===== src/rtl/result_writeback.sv =====
// result_writeback: drains row-vectors from the systolic array into a small
// FIFO and serializes them into one-element-per-cycle memory writes.
// Element (r,c) of an nn x nn result lands at base + r*nn + c (mod 2^ADDR_W).
module result_writeback #(
  parameter int N      = 4,
  parameter int WIDTH  = 16,
  parameter int DEPTH  = 2,
  parameter int ADDR_W = 12
) (
  input  logic                        i_clk,
  input  logic                        i_rst,
  input  logic                        i_start,
  input  logic [ADDR_W-1:0]           i_addr_C,
  input  logic [3:0]                  i_n,
  input  logic                        i_col_valid,
  input  logic [N-1:0][WIDTH-1:0]     i_result_col,
  output logic                        o_col_ready,
  output logic                        o_mem_write,
  output logic [ADDR_W-1:0]           o_mem_addr,
  output logic signed [WIDTH-1:0]     o_mem_data,
  output logic                        o_busy,
  output logic                        o_done
);

  localparam int CW   = $clog2(N + 1);
  localparam int COLW = (N > 1) ? $clog2(N) : 1;
  localparam int PW   = (DEPTH > 1) ? $clog2(DEPTH) : 1;
  localparam int QW   = $clog2(DEPTH + 1);

  localparam logic [QW-1:0] DEPTH_Q = QW'(DEPTH);
  localparam logic [3:0]    N_MAX   = 4'(N);
  localparam logic [CW-1:0] N_CW    = CW'(N);

  typedef enum logic [1:0] {S_IDLE, S_RUN, S_DONE} state_t;

  state_t                     r_state, w_state_nxt;
  logic [ADDR_W-1:0]          r_base;
  logic [CW-1:0]              r_nn;
  logic [CW-1:0]              r_rows_in;
  logic [CW-1:0]              r_row_out;
  logic [COLW-1:0]            r_col;
  logic [ADDR_W-1:0]          r_elem;     // elements written so far = r_row_out*nn + r_col
  logic [QW-1:0]              r_cnt;
  logic [PW-1:0]              r_wr, r_rd;
  logic                       r_fin;      // every row has been issued; current cycle is the last
  logic                       r_mem_write;
  logic [ADDR_W-1:0]          r_mem_addr;
  logic [WIDTH-1:0]           r_mem_data;
  logic [N-1:0][WIDTH-1:0]    r_fifo [DEPTH];

  logic                       w_run;
  logic                       w_push;
  logic                       w_drain;
  logic                       w_last;
  logic [CW-1:0]              w_row_nxt;
  logic [CW-1:0]              w_nn_in;

  function automatic logic [PW-1:0] ptr_inc(input logic [PW-1:0] p);
    return (p == PW'(DEPTH - 1)) ? '0 : p + PW'(1);
  endfunction

  assign w_run       = (r_state == S_RUN);
  assign o_col_ready = w_run && (r_cnt < DEPTH_Q) && (r_rows_in < r_nn);
  assign w_push      = o_col_ready && i_col_valid;
  assign w_drain     = w_run && (r_cnt != '0);
  assign w_last      = w_drain && (CW'(r_col) == r_nn - CW'(1));
  assign w_row_nxt   = r_row_out + CW'(w_last);
  assign w_nn_in     = (i_n > N_MAX) ? N_CW : CW'(i_n);

  assign o_busy      = w_run;
  assign o_done      = (r_state == S_DONE);
  assign o_mem_write = r_mem_write;
  assign o_mem_addr  = r_mem_addr;
  assign o_mem_data  = r_mem_data;

  // State register
  always_ff @(posedge i_clk or posedge i_rst) begin
    if (i_rst) r_state <= S_IDLE;
    else       r_state <= w_state_nxt;
  end

  // Next-state: RUN ends one cycle after the final element has been issued
  always_comb begin
    w_state_nxt = r_state;
    case (r_state)
      S_IDLE:  if (i_start) w_state_nxt = S_RUN;
      S_RUN:   if (r_fin)   w_state_nxt = S_DONE;
      S_DONE:  w_state_nxt = S_IDLE;
      default: w_state_nxt = S_IDLE;
    endcase
  end

  // Vector storage; validity is tracked by the pointers/count, so no reset
  always_ff @(posedge i_clk) begin
    if (w_push) r_fifo[r_wr] <= i_result_col;
  end

  // Job setup, FIFO bookkeeping and the registered write port
  always_ff @(posedge i_clk or posedge i_rst) begin
    if (i_rst) begin
      r_base      <= '0;
      r_nn        <= '0;
      r_rows_in   <= '0;
      r_row_out   <= '0;
      r_col       <= '0;
      r_elem      <= '0;
      r_cnt       <= '0;
      r_wr        <= '0;
      r_rd        <= '0;
      r_fin       <= 1'b0;
      r_mem_write <= 1'b0;
      r_mem_addr  <= '0;
      r_mem_data  <= '0;
    end else if (r_state == S_IDLE) begin
      r_mem_write <= 1'b0;
      if (i_start) begin
        r_base    <= i_addr_C;
        r_nn      <= w_nn_in;
        r_rows_in <= '0;
        r_row_out <= '0;
        r_col     <= '0;
        r_elem    <= '0;
        r_cnt     <= '0;
        r_wr      <= '0;
        r_rd      <= '0;
        r_fin     <= 1'b0;
      end
    end else if (w_run) begin
      if (w_push) begin
        r_wr      <= ptr_inc(r_wr);
        r_rows_in <= r_rows_in + CW'(1);
      end
      if (w_drain) begin
        r_mem_write <= 1'b1;
        r_mem_addr  <= r_base + r_elem;
        r_mem_data  <= r_fifo[r_rd][r_col];
        r_elem      <= r_elem + ADDR_W'(1);
        if (w_last) begin
          r_col     <= '0;
          r_rd      <= ptr_inc(r_rd);
          r_row_out <= w_row_nxt;
        end else begin
          r_col     <= r_col + COLW'(1);
        end
      end else begin
        r_mem_write <= 1'b0;
      end
      r_cnt <= r_cnt + QW'(w_push) - QW'(w_last);
      r_fin <= (w_row_nxt == r_nn);
    end else begin
      r_mem_write <= 1'b0;
    end
  end

endmodule


===== config.mk =====
export PLATFORM = sky130hd
export DESIGN_NAME = result_writeback
export DESIGN_NICKNAME = d
export VERILOG_FILES = /design/src/rtl/result_writeback.sv
export SDC_FILE = /design/constraint.sdc
export NUM_CORES = 1
export LEC_CHECK = 0
export ABC_AREA = 1
export ABC_CLOCK_PERIOD_IN_PS = 6200
export BUFFER_PORTS_ARGS = -buffer_cell sky130_fd_sc_hd__buf_2
export CAP_MARGIN = 20
export CORE_MARGIN = 4
export CORE_UTILIZATION = 50
export DETAILED_ROUTE_END_ITERATION = 6
export PLACE_DENSITY = 0.69
export SLEW_MARGIN = 20
export SYNTH_ARGS = -nofsm -noshare
export SYNTH_HDL_FRONTEND = slang
export SYNTH_SLANG_ARGS = --single-unit

===== constraint.sdc =====
create_clock -name i_clk -period 6.2 [get_ports i_clk]
set_input_delay 0.93 -clock i_clk [delete_from_list [all_inputs] [get_ports i_clk]]
set_output_delay 0.93 -clock i_clk [all_outputs]
set_load 0.1 [all_outputs]

# == After elaboration in Yosys (flattened, before gate mapping) ==
# Memories as Yosys holds them, arrays and structs flattened.
# Cells that the tools add are included.
# word_totals
n_memories,1
in_bits,84
ram_bits,128
regBits,71
output_inout_bits,32
wordCells,96
# memory_table
memory,depth,width,read_ports,rd_clocked_by_memory_dff,write_ports,line_no,text
r_fifo,2,64,1,0,1,49,logic [N-1:0][WIDTH-1:0] r_fifo [DEPTH];
# classes
order_cmp,4
n_bitwise,1
n_reduce_logical,18
n_addsub,10
n_eq_ne,6
muxes,42
# ops
op,n
$mux W12,4
$bmux W16 S2,1
$mux W3,9
$mux W2,9
$mux W1,17
$mux W16,1
$add A12 B1 Y12 const B,1
$add A12 B12 Y12,1
$reduce_bool A2 Y1,5
$reduce_and A3 Y1,3
$reduce_and A2 Y1,3
$logic_and A1 B1 Y1,5
$gt A4 B3 Y1 const B,1
$ne A2 B2 Y1 const B,2
$pmux W2 S2,1
$reduce_and A4 Y1,1
$add A3 B1 Y3,1
$add A3 B1 Y3 const B,1
$eq A2 B3 Y1,1
$eq A3 B3 Y1,1
$lt A2 B3 Y1 const B,1
$lt A3 B3 Y1,1
$sub A3 B1 Y3 const B,1
$add A1 B1 Y1 const B,2
other kinds (8),8

# == Depth between registers and ports, before layout ==
# depth
depth_word,8
depth_mapped,12
mapped_depth_nobuf,12

# == Worst setup path before layout ==
# OpenSTA, ideal clock, no wires.
# synth_timing
path_kind,reg-to-reg
start,register r_state[1]
end,"memory r_fifo[1][0] (netlist name), enable pin"
synth_period_minus_slack_ps,5494
required_time_ps,5713
setup_ps,487
arrival_ps,5007
n_path_buf,0
slack_ps,706
stages_incl_launch_ff,6
cell_sequence,dfrtp_1 -> nor2_4 -> nand3_1 -> nor2_2 -> nand2_2 -> nor2_1
# synth_between
elab_chain_cells,6
# synth_lines
item,line_no,text
"start, declared",36,"state_t r_state, w_state_nxt;"
"start signal, assigned",79,else r_state <= w_state_nxt;
$eq A2 B1 Y1,62,assign w_run = (r_state == S_RUN);
net o_busy,21,"output logic o_busy,"
$logic_and A1 B1 Y1 (2 in series),63,assign o_col_ready = w_run && (r_cnt < DEPTH_Q) && (r_rows_in < r_nn);
net o_col_ready,17,"output logic o_col_ready,"
$logic_and A1 B1 Y1,64,assign w_push = o_col_ready && i_col_valid;
$mux W1,95,if (w_push) r_fifo[r_wr] <= i_result_col;
$mux W1 (not written as such),95,
"end, declared",49,
# The timed path passes the listed nets, and every way through them passes these cells.

# == Worst setup path after layout ==
# layout_timing
start,register r_nn[2]
end,"memory r_fifo[1][10] (netlist name), enable pin"
# layout_between
elab_chain_cells,5
# layout_lines
item,line_no,text
"start, declared",38,logic [CW-1:0] r_nn;
"start signal, assigned",118,r_nn <= w_nn_in;
$lt A3 B3 Y1,63,
$logic_and A1 B1 Y1,63,
$logic_and A1 B1 Y1,64,
$mux W1,95,
$mux W1 (not written as such),95,
# Every way passes these cells.

==> impl_metrics.toml <==
[yosys]
syn_nets = 966
syn_area_per_cell_um2 = 10.27
ys_seq_area_share_pct = 63.59
netlist_instances = 861
syn-cell-area_mm2 = 0.008838
synth_warnings = 0
ys_seq_elements = 199
synth_cell_types = 38

[die]
die_w_um = 141.0
die_area_mm2 = 0.01987
initial_core_util_pct = 51.10
coreArea_mm2 = 0.01730
num_rows = 48
die_h_um = 141.0
io_pins = 116

[cells_and_area]
final_common_cell = "nand2_1"
n_fill_cell = 1458
area_growth_pct = 14.91
final_cell_mix = "nand2_1, edfxtp_1, buf_2"
finalNetCount = 1072
drive_above_1_share_pct = 17.04
antenna-diode-count = 0

[timing]
setup_ws_ps = 3327
slew_violations = 0
min_period_over_period_pct = 46.34
setup_tns_ps = 0
max_freq_mhz = 348.1
rsz0062_at_grt = "no"
finalHoldViolations = 0
fin_skew_ps = 8.476
setup_viol = 0
fin_crit_ps = 2873
tightest_slew_ps = 954.0
relSlewSlack_pct = 36.25

[cts]
path_clk_slew_ps = 70
postCtsHoldBufs = 0
cts_setup_buffers = 0
cts_resized = 0
cts_made_buffers = 17
clkSinkCount = 199
clockBufferDepth = 2
worst_skew_pair.late_latency_ps = 440
cts_root_buffer = "clkbuf_16"
cts_tree = "yes"
h-tree-depth = 4

[global_routing]
met3_usage_pct = 4.885
top_usage_layer = "met2"
grt.met2_usage_pct = 33.11
antenna_found_initial = 0
grt_pass1_wl_mm = 30.20
grtUsageTotal_pct = 19.50
grt_pass1_vias = 5916
met1_usage_pct = 24.50
grt_max_degree = 131
grt-ovfl-total = 0

[worst_hold_path]
min_path_cells = 2
hold_class = "reg -> reg"

[worst_setup_path]
cp_slowest_cell = "nor2_4"
r2r_cells = 8
rrSetupSlack_ps = 3330
start_kind = "flip-flop"
cp.required_ps = 6290
slowest_delay_ps = 760
path_max_fanout = 33
cp-end-kind = "flip-flop"
crit_type = "reg -> reg"
cp.arrival_ps = 2960
path_cells = "inv_1 -> ha_1 -> nand2_1 -> nand3_1 -> nor2_2 -> nand2_2 -> nor2_4 -> buf_4"

[drt]
dr.first_iter.drc_count = 471
wl_per_cell_um = 15.81
drc = 0
first_pass_iters = 4
ant_nets = 0
routed_wl_mm = 19.05
vias = 6177
via_per_inst = 5.126

[run_status]
outcome = "finished, final reports clean"

[placement]
dp_hpwl_mm = 12.54
portBuffers = 115
dp_slack_ps = 3278
globalplace.congestion = 0.8622

[power_and_ir_drop]
vdd_ir_drop_max_v = 0.0003180
power.leakage_uw = 0.004632
p_per_area_mw_per_mm2 = 526.1

[run]
drv_cap = 0
through the flow:
step	total power, uW	area [um^2]	utilization (%)	instances	hold WS [ps]
6_report	5343	10160	58.72	1205	479.5
4_1_cts	5388	10150	58.70	1205	483.3
3_3_place_gp	4296	9590	55.45	1173	459.4
2_1_floorplan	3823	8838	-	861	455.3
5_1_grt	5672	10160	58.72	1205	503.8
3_5_place_dp	4335	9590	55.45	1173	463.1
final cells by class:
cell class / count / area (um^2) / area share [%]
multi-input combinational: 511 / 2621 / 25.81
timing repair buffer: 121 / 624.3 / 6.148
clock buffer: 19 / 432.9 / 4.263
clock inverter: 13 / 128.9 / 1.269
tap: 225 / 281.5 / 2.772
inverter: 117 / 441.7 / 4.349
sequential: 199 / 5625 / 55.39
worst max-delay path: cells and delay by family (launching register included):
| family | cells | cell delay, ps |
|---|---|---|
| fa+ha+maj | 1 | 300 |
| flops | 1 | 390 |
| buf+inv | 2 | 600 |
| simple gates | 5 | 1200 |
path summary, 6_finish.rpt:
kind	start	to
setup / recovery	r_nn[2]	r_fifo[1][10]
hold / removal	o_mem_addr[11]	o_mem_addr[11]
setup reg to reg	r_nn[2]	r_fifo[1][10]
hold reg to reg	o_mem_addr[11]	o_mem_addr[11]
max in group asynchronous	i_rst	r_base[1]
min in group asynchronous	i_rst	o_mem_data[13]
metal layers:
metal  part of all wire [%]  wire [um]
met1                     42       8038
met2                     50       9506
met3                    5.3       1005
met4                    2.6        497
met5                      0          0
flip-flops by register name (all words and copies together), names as in the netlist, 3 cells and up:
signal	count
r_elem	12
r_row_out	3
o_mem_data	16
r_base	12
r_fifo	128
r_nn	3
r_rows_in	3
o_mem_addr	12
logic make-up (layout without fill, tap and decap cells):
kind of cell / after synthesis / in the layout / share of synthesized area [%]
DFF: 199 / 199 / 63.59
buffers and inverters: 151 / 270 / 6.894
AOI/OAI and AO/OA: 136 / 136 / 8.904
adders and majority gates: 21 / 21 / 3.058
xor gates and xnor gates: 12 / 12 / 1.189
and+or+nand+nor: 342 / 342 / 16.36
Yosys cell counts (all sizes together):
master	number	share of area (%)
nand3	78	4.4
ha	20	2.8
o211ai	33	2.8
nand2	216	9.3
nor2	32	1.5
o22ai	1	0.071
nand3b	1	0.085
fa	1	0.23
dfrtp	71	20
clkbuf	7	0.30
o21ai	53	3.1
o31ai	1	0.085
clkinv	1	0.042
buf	27	1.6
inv	116	5.0
nand4	7	0.57
or2	1	0.071
a22o	1	0.099
o21bai	1	0.085
a21oi	44	2.5
nor3	6	0.40
a31oi	2	0.14
or3	1	0.071
xnor2	6	0.59
edfxtp	128	43
xor2	6	0.59
report_power, final:
part           switching (uW)  internal, uW
Sequential                199          1840
Clock                     514           532
Combinational            1730           526
Total                    2450          2900
Note: power is estimated with default switching activity, not from simulation.
